$ cat src/rtl/barret_mul_feed_2273_pkg.sv
// Shared constants and types for the mod-2273 Barrett datapath (feeder, reducer, downstream).
// Operand and product widths here must stay in step with the reducer's input width.
package barret_2273_pkg;

    localparam int Q        = 2273;
    localparam int W_OP     = 12;
    localparam int W_PROD   = 23;
    localparam int W_CNT    = 16;
    localparam int MAX_PROD = 5161984;

    typedef logic [W_OP-1:0]   operand_t;
    typedef logic [W_PROD-1:0] prod_t;
    typedef logic [W_CNT-1:0]  cnt_t;

    typedef struct packed {
        logic     bad;
        logic     last;
        operand_t a;
        operand_t b;
    } s1_word_t;

    typedef struct packed {
        logic  last;
        prod_t prod;
    } s2_word_t;

    function automatic logic operand_illegal(input operand_t a, input operand_t b);
        return (a >= operand_t'(Q)) || (b >= operand_t'(Q));
    endfunction

    // Widen before multiplying so the full 23-bit product is kept.
    function automatic prod_t full_product(input operand_t a, input operand_t b);
        return prod_t'(a) * prod_t'(b);
    endfunction

endpackage

$ cat src/rtl/barret_mul_feed_2273_if.sv
// Operand-in / product-out streaming bus of the Barrett feeder.
// master = producer of operands and consumer of products; slave = the feeder itself.
interface barret_mul_feed_2273_if;
    import barret_2273_pkg::*;

    logic     in_valid;
    logic     in_ready;
    operand_t in_a;
    operand_t in_b;
    logic     in_last;
    logic     out_valid;
    logic     out_ready;
    prod_t    out_prod;
    logic     out_last;

    modport master (
        output in_valid, in_a, in_b, in_last, out_ready,
        input  in_ready, out_valid, out_prod, out_last
    );

    modport slave (
        input  in_valid, in_a, in_b, in_last, out_ready,
        output in_ready, out_valid, out_prod, out_last
    );

endinterface

$ cat src/rtl/barret_mul_feed_2273_pipe_stage.sv
// One elastic valid/ready register slice with a full-throughput ready path.
// in_ready depends combinationally on out_ready so a full slice can reload in the pop cycle.
module barret_pipe_stage #(
    parameter int W = 8
) (
    input  logic         clk,
    input  logic         rst_n,
    input  logic         in_valid,
    output logic         in_ready,
    input  logic [W-1:0] in_data,
    output logic         out_valid,
    input  logic         out_ready,
    output logic [W-1:0] out_data
);

    logic         valid_q, valid_d;
    logic [W-1:0] data_q,  data_d;
    logic         free;

    always_comb begin
        free    = !valid_q || out_ready;
        valid_d = valid_q;
        data_d  = data_q;
        if (free) begin
            valid_d = in_valid;
            if (in_valid) begin
                data_d = in_data;
            end
        end
    end

    always_ff @(posedge clk or negedge rst_n) begin
        if (!rst_n) begin
            valid_q <= 1'b0;
            data_q  <= '0;
        end else begin
            valid_q <= valid_d;
            data_q  <= data_d;
        end
    end

    assign in_ready  = free;
    assign out_valid = valid_q;
    assign out_data  = data_q;

endmodule

$ cat src/rtl/barret_mul_feed_2273.sv
// Operand feeder for the mod-2273 Barrett reducer: two elastic slices with the full multiply between them.
// Optional operand range check is built in when OPERAND_CHECK_EN is defined.
module barret_mul_feed_2273
    import barret_2273_pkg::*;
(
    input  logic                   clk,
    input  logic                   rst_n,
    barret_mul_feed_2273_if.slave  bus,
    output logic                   frame_done,
    output cnt_t                   prod_count,
    output logic                   busy,
    output logic                   op_error
);

    s1_word_t s1_in, s1_out;
    s2_word_t s2_in, s2_out;
    logic     s1_valid, s2_valid, s2_ready;
    logic     in_bad, in_hs, out_hs;

    cnt_t     prod_count_q, prod_count_d;
    logic     op_error_q,   op_error_d;

`ifdef OPERAND_CHECK_EN
    assign in_bad = operand_illegal(bus.in_a, bus.in_b);
`else
    assign in_bad = 1'b0;
`endif

    assign s1_in = '{bad: in_bad, last: bus.in_last, a: bus.in_a, b: bus.in_b};

    barret_pipe_stage #(.W($bits(s1_word_t))) u_stage1 (
        .clk       (clk),
        .rst_n     (rst_n),
        .in_valid  (bus.in_valid),
        .in_ready  (bus.in_ready),
        .in_data   (s1_in),
        .out_valid (s1_valid),
        .out_ready (s2_ready),
        .out_data  (s1_out)
    );

    // Illegal pairs still flow through so handshake and count are undisturbed.
    always_comb begin
        s2_in.last = s1_out.last;
        s2_in.prod = s1_out.bad ? '0 : full_product(s1_out.a, s1_out.b);
    end

    barret_pipe_stage #(.W($bits(s2_word_t))) u_stage2 (
        .clk       (clk),
        .rst_n     (rst_n),
        .in_valid  (s1_valid),
        .in_ready  (s2_ready),
        .in_data   (s2_in),
        .out_valid (s2_valid),
        .out_ready (bus.out_ready),
        .out_data  (s2_out)
    );

    assign bus.out_valid = s2_valid;
    assign bus.out_prod  = s2_out.prod;
    assign bus.out_last  = s2_out.last;

    assign in_hs  = bus.in_valid && bus.in_ready;
    assign out_hs = s2_valid && bus.out_ready;

    always_comb begin
        prod_count_d = prod_count_q + cnt_t'(out_hs);
        op_error_d   = op_error_q || (in_hs && in_bad);
    end

    always_ff @(posedge clk or negedge rst_n) begin
        if (!rst_n) begin
            prod_count_q <= '0;
            op_error_q   <= 1'b0;
        end else begin
            prod_count_q <= prod_count_d;
            op_error_q   <= op_error_d;
        end
    end

    assign frame_done = out_hs && s2_out.last;
    assign prod_count = prod_count_q;
    assign busy       = s1_valid || s2_valid;
    assign op_error   = op_error_q;

endmodule

$ cat src/flat_wrapper.sv
// flat-port wrapper written by rule: the top's interface ports become plain ports
module barret_mul_feed_2273_flat import barret_2273_pkg::*;
  (clk, rst_n, frame_done, prod_count, busy, op_error, bus_in_valid, bus_in_a, bus_in_b, bus_in_last, bus_out_ready, bus_in_ready, bus_out_valid, bus_out_prod, bus_out_last);
  barret_mul_feed_2273_if bus_i ();
  input  logic clk;
  input  logic rst_n;
  output logic frame_done;
  output cnt_t prod_count;
  output logic busy;
  output logic op_error;
  input wire logic [$bits(bus_i.in_valid)-1:0] bus_in_valid;
  input wire logic [$bits(bus_i.in_a)-1:0] bus_in_a;
  input wire logic [$bits(bus_i.in_b)-1:0] bus_in_b;
  input wire logic [$bits(bus_i.in_last)-1:0] bus_in_last;
  input wire logic [$bits(bus_i.out_ready)-1:0] bus_out_ready;
  output wire logic [$bits(bus_i.in_ready)-1:0] bus_in_ready;
  output wire logic [$bits(bus_i.out_valid)-1:0] bus_out_valid;
  output wire logic [$bits(bus_i.out_prod)-1:0] bus_out_prod;
  output wire logic [$bits(bus_i.out_last)-1:0] bus_out_last;
  assign bus_i.in_valid = bus_in_valid;
  assign bus_i.in_a = bus_in_a;
  assign bus_i.in_b = bus_in_b;
  assign bus_i.in_last = bus_in_last;
  assign bus_i.out_ready = bus_out_ready;
  assign bus_in_ready = bus_i.in_ready;
  assign bus_out_valid = bus_i.out_valid;
  assign bus_out_prod = bus_i.out_prod;
  assign bus_out_last = bus_i.out_last;
  barret_mul_feed_2273 u_core (.clk(clk), .rst_n(rst_n), .bus(bus_i), .frame_done(frame_done), .prod_count(prod_count), .busy(busy), .op_error(op_error));
endmodule
$ cat config.mk
export PLATFORM = sky130hd
export DESIGN_NAME = barret_mul_feed_2273_flat
export DESIGN_NICKNAME = d
export VERILOG_FILES = /design/src/rtl/barret_mul_feed_2273_pkg.sv /design/src/rtl/barret_mul_feed_2273_if.sv /design/src/rtl/barret_mul_feed_2273_pipe_stage.sv /design/src/rtl/barret_mul_feed_2273.sv /design/src/flat_wrapper.sv
export SDC_FILE = /design/constraint.sdc
export NUM_CORES = 1
export LEC_CHECK = 0
export ABC_CLOCK_PERIOD_IN_PS = 10200
export CORE_UTILIZATION = 25
export CTS_CLUSTER_DIAMETER = 60
export CTS_CLUSTER_SIZE = 14
export DETAILED_ROUTE_END_ITERATION = 10
export PLACE_DENSITY = 0.44
export RECOVER_POWER = 25
export SYNTH_ARGS = -nofsm -noshare
export SYNTH_HDL_FRONTEND = slang
export SYNTH_SLANG_ARGS = --single-unit
export TNS_END_PERCENT = 50
$ cat constraint.sdc
create_clock -name clk -period 10.2 [get_ports clk]
set_input_delay 1.53 -clock clk [delete_from_list [all_inputs] [get_ports clk]]
set_output_delay 1.53 -clock clk [all_outputs]
set_load 0.01 [all_outputs]
=== Yosys cells after proc, flatten, opt, wreduce, memory -nomap -nowiden ===
Cells that the tools add are included.

* $add $sub $neg: 1
* Multipliers: 1
* Reductions and logical operators: 9

{| class="wikitable"
|+ Operator list
! cell !! count
|-
| multiplier 12 x 12 -> 23 bit || 1
|-
| adder 16 x 1 -> 16 bit || 1
|-
| AND reduction 2 bit || 2
|-
| logical OR 1 bit || 3
|-
| logical AND 1 bit || 2
|-
| logical NOT 1 bit || 2
|}

* Register bits after elaboration: 67
* Bits of input ports: 29

=== Logic depth before layout (Yosys ltp) ===
* Depth in word-level cells: 4
* Gate-level depth with buffers: 20
* Depth with buffers taken out: 18

=== Hierarchy ===
A second synthesis with hierarchy kept.

* Cells, all modules: 758
* Area total of the unflattened synthesis: 7651.1 sq um

{| class="wikitable"
|+ Modules (own cells, without submodules)
! module !! times used !! cells an instance !! area each (sq um)
|-
| barret_mul_feed_2273 || 1 || 646 || 5510.3
|-
| barret_pipe_stage at u_core.u_stage1 || 1 || 58 || 1097.3
|-
| barret_pipe_stage at u_core.u_stage2 || 1 || 54 || 1043.5
|}

=== Worst setup path after synthesis ===
No wires, ideal clock.

* Path kind: reg2reg
* Start: register u_core.u_stage1.data_q[15], in the netlist u_core.u_stage1.out_data[15]
* End: register u_core.u_stage2.data_q[16], in the netlist u_core.u_stage2.out_data[16]
* Setup time: 0.116 ns
* Data arrival time: 4.761 ns
* Required time: 10.084 ns
* Setup slack: 5.323 ns
* Cell stages (with the launch flop): 19
* Path buffers: 1
* Clock period less this slack: 4.877 ns
* Cell sequence: dfrtp_1 -> clkbuf_1 -> and2_1 -> fa_1 -> inv_1 -> fa_1 -> inv_1 -> fa_1 -> fa_1 -> inv_1 -> fa_1 -> inv_1 -> ha_1 -> a21oi_1 -> nand2_1 -> o21ai_2 -> o21ai_0 -> a2111o_1 -> o311ai_0

* Cells in the longest elaborated chain, start to end: 1

{| class="wikitable"
|+ RTL lines
! element !! line !! text
|-
| from (decl) || barret_mul_feed_2273_pipe_stage.sv:17 || <nowiki>logic [W-1:0] data_q, data_d;</nowiki>
|-
| from (signal assigned) || barret_mul_feed_2273_pipe_stage.sv:38 || <nowiki>data_q <= data_d;</nowiki>
|-
| multiplier 12 x 12 -> 23 bit || barret_mul_feed_2273_pkg.sv:33 || <nowiki>return prod_t'(a) * prod_t'(b);</nowiki>
|-
| to (signal assigned) || barret_mul_feed_2273_pipe_stage.sv:38 ||
|-
| to (decl) || barret_mul_feed_2273_pipe_stage.sv:17 ||
|}

Every way passes these cells.
A chain may end at the register's enable or synchronous reset.

=== Worst setup path after layout ===
* Start: register u_core.u_stage1.data_q[8], in the netlist u_core.u_stage1.out_data[8]
* End: register u_core.u_stage2.data_q[16], in the netlist u_core.u_stage2.out_data[16]

Same word-level chain as after synthesis.

==> results.py <==
metrics = {
    "outcome": {
        "status": "finished with violations",
        "violations": "capacitance limit, slew limit",
    },
    "yosys": {
        "yosysUniqueCellTypes": 42,
        "ys_seq_area_frac": 0.232,
        "synth_edf_count": 0,
        "yosysWarnings": 0,
        "syn_nets": 955,
        "synth_top_cell_by_area": "fa_1",
        "synthArstFlopShare": 1.00,
        "synth.top_cell.area_share": 0.274,
        "synth_ff_type": "dfrtp_1",
        "synth_area_um2": 7220,
        "syn_inst": 766,
        "synth_area_leaders": "fa_1 (27%), dfrtp_1 (23%), ha_1 (11%)",
        "ys_ff_latch": 67,
        "synth_area_per_cell_um2": 9.43,
    },
    "min_path": {
        "worstHoldPathType": "flop to flop",
    },
    "grt": {
        "grt_max_degree": 68,
        "grt_pass1_vias": 5269,
        "track_usage": 0.124,
        "overflow": 0,
        "grt_pass1_wl_um": 28200,
        "antenna_found_initial": 0,
    },
    "clock_tree": {
        "cts_buffers": 9,
        "clkSlewWorstSetupHoldPaths_ns": 0.07,
        "cts_root_buf": "clkbuf_16",
        "h-tree-depth": 3,
        "tritoncts": "yes",
        "clock_insertion_delay_worst_skew_ns": 0.34,
        "cts_resized": 0,
        "clock-sinks": 67,
        "clockBufferDepth": 2,
        "cts.hold.buffers_added": 0,
        "postCtsSetupRepairBufs": 0,
    },
    "sta": {
        "clock_skew_ns": 0.0108,
        "fin_crit_ns": 5.22,
        "fin_tns_setup_ns": 0,
        "tightest_slew_ns": 3.98,
        "relSlewSlack": -1.65,
        "finalCritPeriodShare": 0.512,
        "rsz0062_at_grt": "false",
        "setup_viol": 0,
        "fmax_ghz": 0.192,
        "drv_slew": 68,
        "hold_viol_final": 0,
    },
    "layout": {
        "n_antenna_cell": 0,
        "finalNetCount": 1004,
        "syn_to_final_growth_pct": 18.9,
        "fillers": 3080,
        "postLayoutCoreUtil": 0.306,
        "drive_above_1_share": 0.0646,
    },
    "setup_path": {
        "cp-start-kind": "flop",
        "worstSetupPathType": "flop to flop",
        "worst-path-max-fanout": 13,
        "cp.required_ns": 10.42,
        "worstSetupEndpointType": "flop",
        "arrival_ns": 5.44,
    },
    "die": {
        "die-area_um2": 29600,
        "start_util": 0.257,
        "io_pins": 74,
        "die_h_um": 172,
        "dieWidth_um": 172,
        "rows": 61,
        "core_um2": 28100,
    },
    "route": {
        "post-route-drc-count": 0,
        "vias": 5214,
        "drt-pass1-iter-count": 4,
        "finalWirelength_um": 17300,
        "viasPerCell": 4.35,
        "first_iter_violations": 234,
        "post_drt_wl_per_cell_um": 14.5,
        "drtAntennaViolNets": 0,
    },
    "placed_design": {
        "gp_congestion": 0.740,
        "io_buffers": 72,
        "dp_hpwl_um": 13500,
    },
    "flow_run": {
        "drv_cap": 1,
    },
}
## cells by family after synthesis
logic type               after synthesis  share of synthesized area
AND/OR/NAND/NOR                      246                      0.162
buffers and inverters                168                     0.0883
adder cells (fa/ha/maj)              160                      0.380
AO/OA/AOI/OAI                         68                     0.0604
flip-flops                            67                      0.232
XOR/XNOR                              30                     0.0364
multiplexers                          26                     0.0404
other                                  1                   0.000519
## cells in the mapped netlist (9+ instances only)
| cell | n |
|---|---|
| nand2_1 | 136 |
| inv_1 | 132 |
| fa_1 | 99 |
| dfrtp_1 | 67 |
| ha_1 | 61 |
| and2_1 | 59 |
| clkbuf_1 | 32 |
| mux2_2 | 25 |
| o21ai_0 | 22 |
| a21oi_1 | 20 |
| xnor2_1 | 19 |
| xor2_1 | 11 |
| nand3_1 | 10 |
| nor2_1 | 9 |
## critical path, stage by stage (launching register included)
cell and delay, ns:
dfrtp_1 0.56, and2_1 0.27, fa_1 0.54, inv_1 0.05
fa_1 0.47, inv_1 0.05, fa_1 0.52, fa_1 0.54
inv_1 0.05, fa_1 0.53, inv_1 0.04, ha_1 0.34
a21oi_1 0.20, nand2_1 0.08, o21ai_2 0.20, o21ai_0 0.14
a2111o_1 0.42, o311ai_0 0.10
## routing by layer
metal	share of wire	global-route usage	vias up
met5	0	0	-
met3	0.024	0.0181	16
met2	0.52	0.213	69
met1	0.45	0.163	2660
met4	0.013	0.0319	0
li1	-	-	2469
## sequential cells by signal, summed over array words and instances (netlist names)
name	cells
u_core.prod_count	16
u_core.u_stage1.out_data	25
u_core.u_stage1.out_valid	1
u_core.u_stage2.out_data	24
u_core.u_stage2.out_valid	1
## metrics by stage
stage / setup slack [ns] / std cells / cell area, µm² / hold slack [ns]
floorplan: 5.32 / 766 / 7220 / 0.433
global placement: 5.02 / 1182 / 8290 / 0.463
detailed placement: 4.98 / 1182 / 8290 / 0.470
CTS: 4.95 / 1198 / 8590 / 0.483
global route: 4.52 / 1198 / 8590 / 0.503
finish: 4.98 / 1198 / 8590 / 0.476
## path summary, 6_finish.rpt
| path | from | depth (start not counted) | endpoint | slack [ns] |
|---|---|---|---|---|
| max in group asynchronous | rst_n | 1 | u_core.u_stage2.out_data[16] | 5.39 |
| worst min-delay path | u_core.u_stage2.out_data[6] | 2 | u_core.u_stage2.out_data[6] | 0.48 |
| worst min register to register | u_core.u_stage2.out_data[6] | 2 | u_core.u_stage2.out_data[6] | 0.48 |
| min in group asynchronous | rst_n | 1 | u_core.u_stage2.out_data[4] | 2.58 |
| worst max-delay path | u_core.u_stage1.out_data[8] | 17 | u_core.u_stage2.out_data[16] | 4.98 |
| worst max register to register | u_core.u_stage1.out_data[8] | 17 | u_core.u_stage2.out_data[16] | 4.98 |
## layout by cell type (no fill, tap or decap), types with 3 or more instances in the layout
cell,synthesis,final
fa_1,99,99
clkdlybuf4s50_1,0,70
nor2b_1,4,4
nor2_1,9,9
ha_1,61,61
xnor2_1,19,19
o311ai_0,3,3
xor2_1,11,11
mux2_2,25,25
clkbuf_16,0,9
nor3_1,4,4
and3_1,6,6
and2_1,59,59
nand4_1,5,5
o21ai_2,4,4
a21o_1,5,5
dfrtp_1,67,67
o211ai_1,3,3
a21oi_1,20,20
nand3_1,10,10
inv_1,132,132
o21ai_0,22,22
nand2_1,136,136
nand2b_1,6,6
## area by class of cell
| cell class | instances | area, µm² | share of cell area |
|---|---|---|---|
| tap | 378 | 473 | 0.0551 |
| clock inverter | 6 | 65.1 | 0.00758 |
| timing repair buffer | 74 | 729 | 0.0849 |
| multi-input combinational | 531 | 4910 | 0.572 |
| inverter | 132 | 495 | 0.0577 |
| sequential | 67 | 1680 | 0.195 |
| clock buffer | 10 | 239 | 0.0278 |
Power is left out: the tool's default activity adds up to more than one toggle a clock period on the data nets, which glitch-free logic cannot reach.
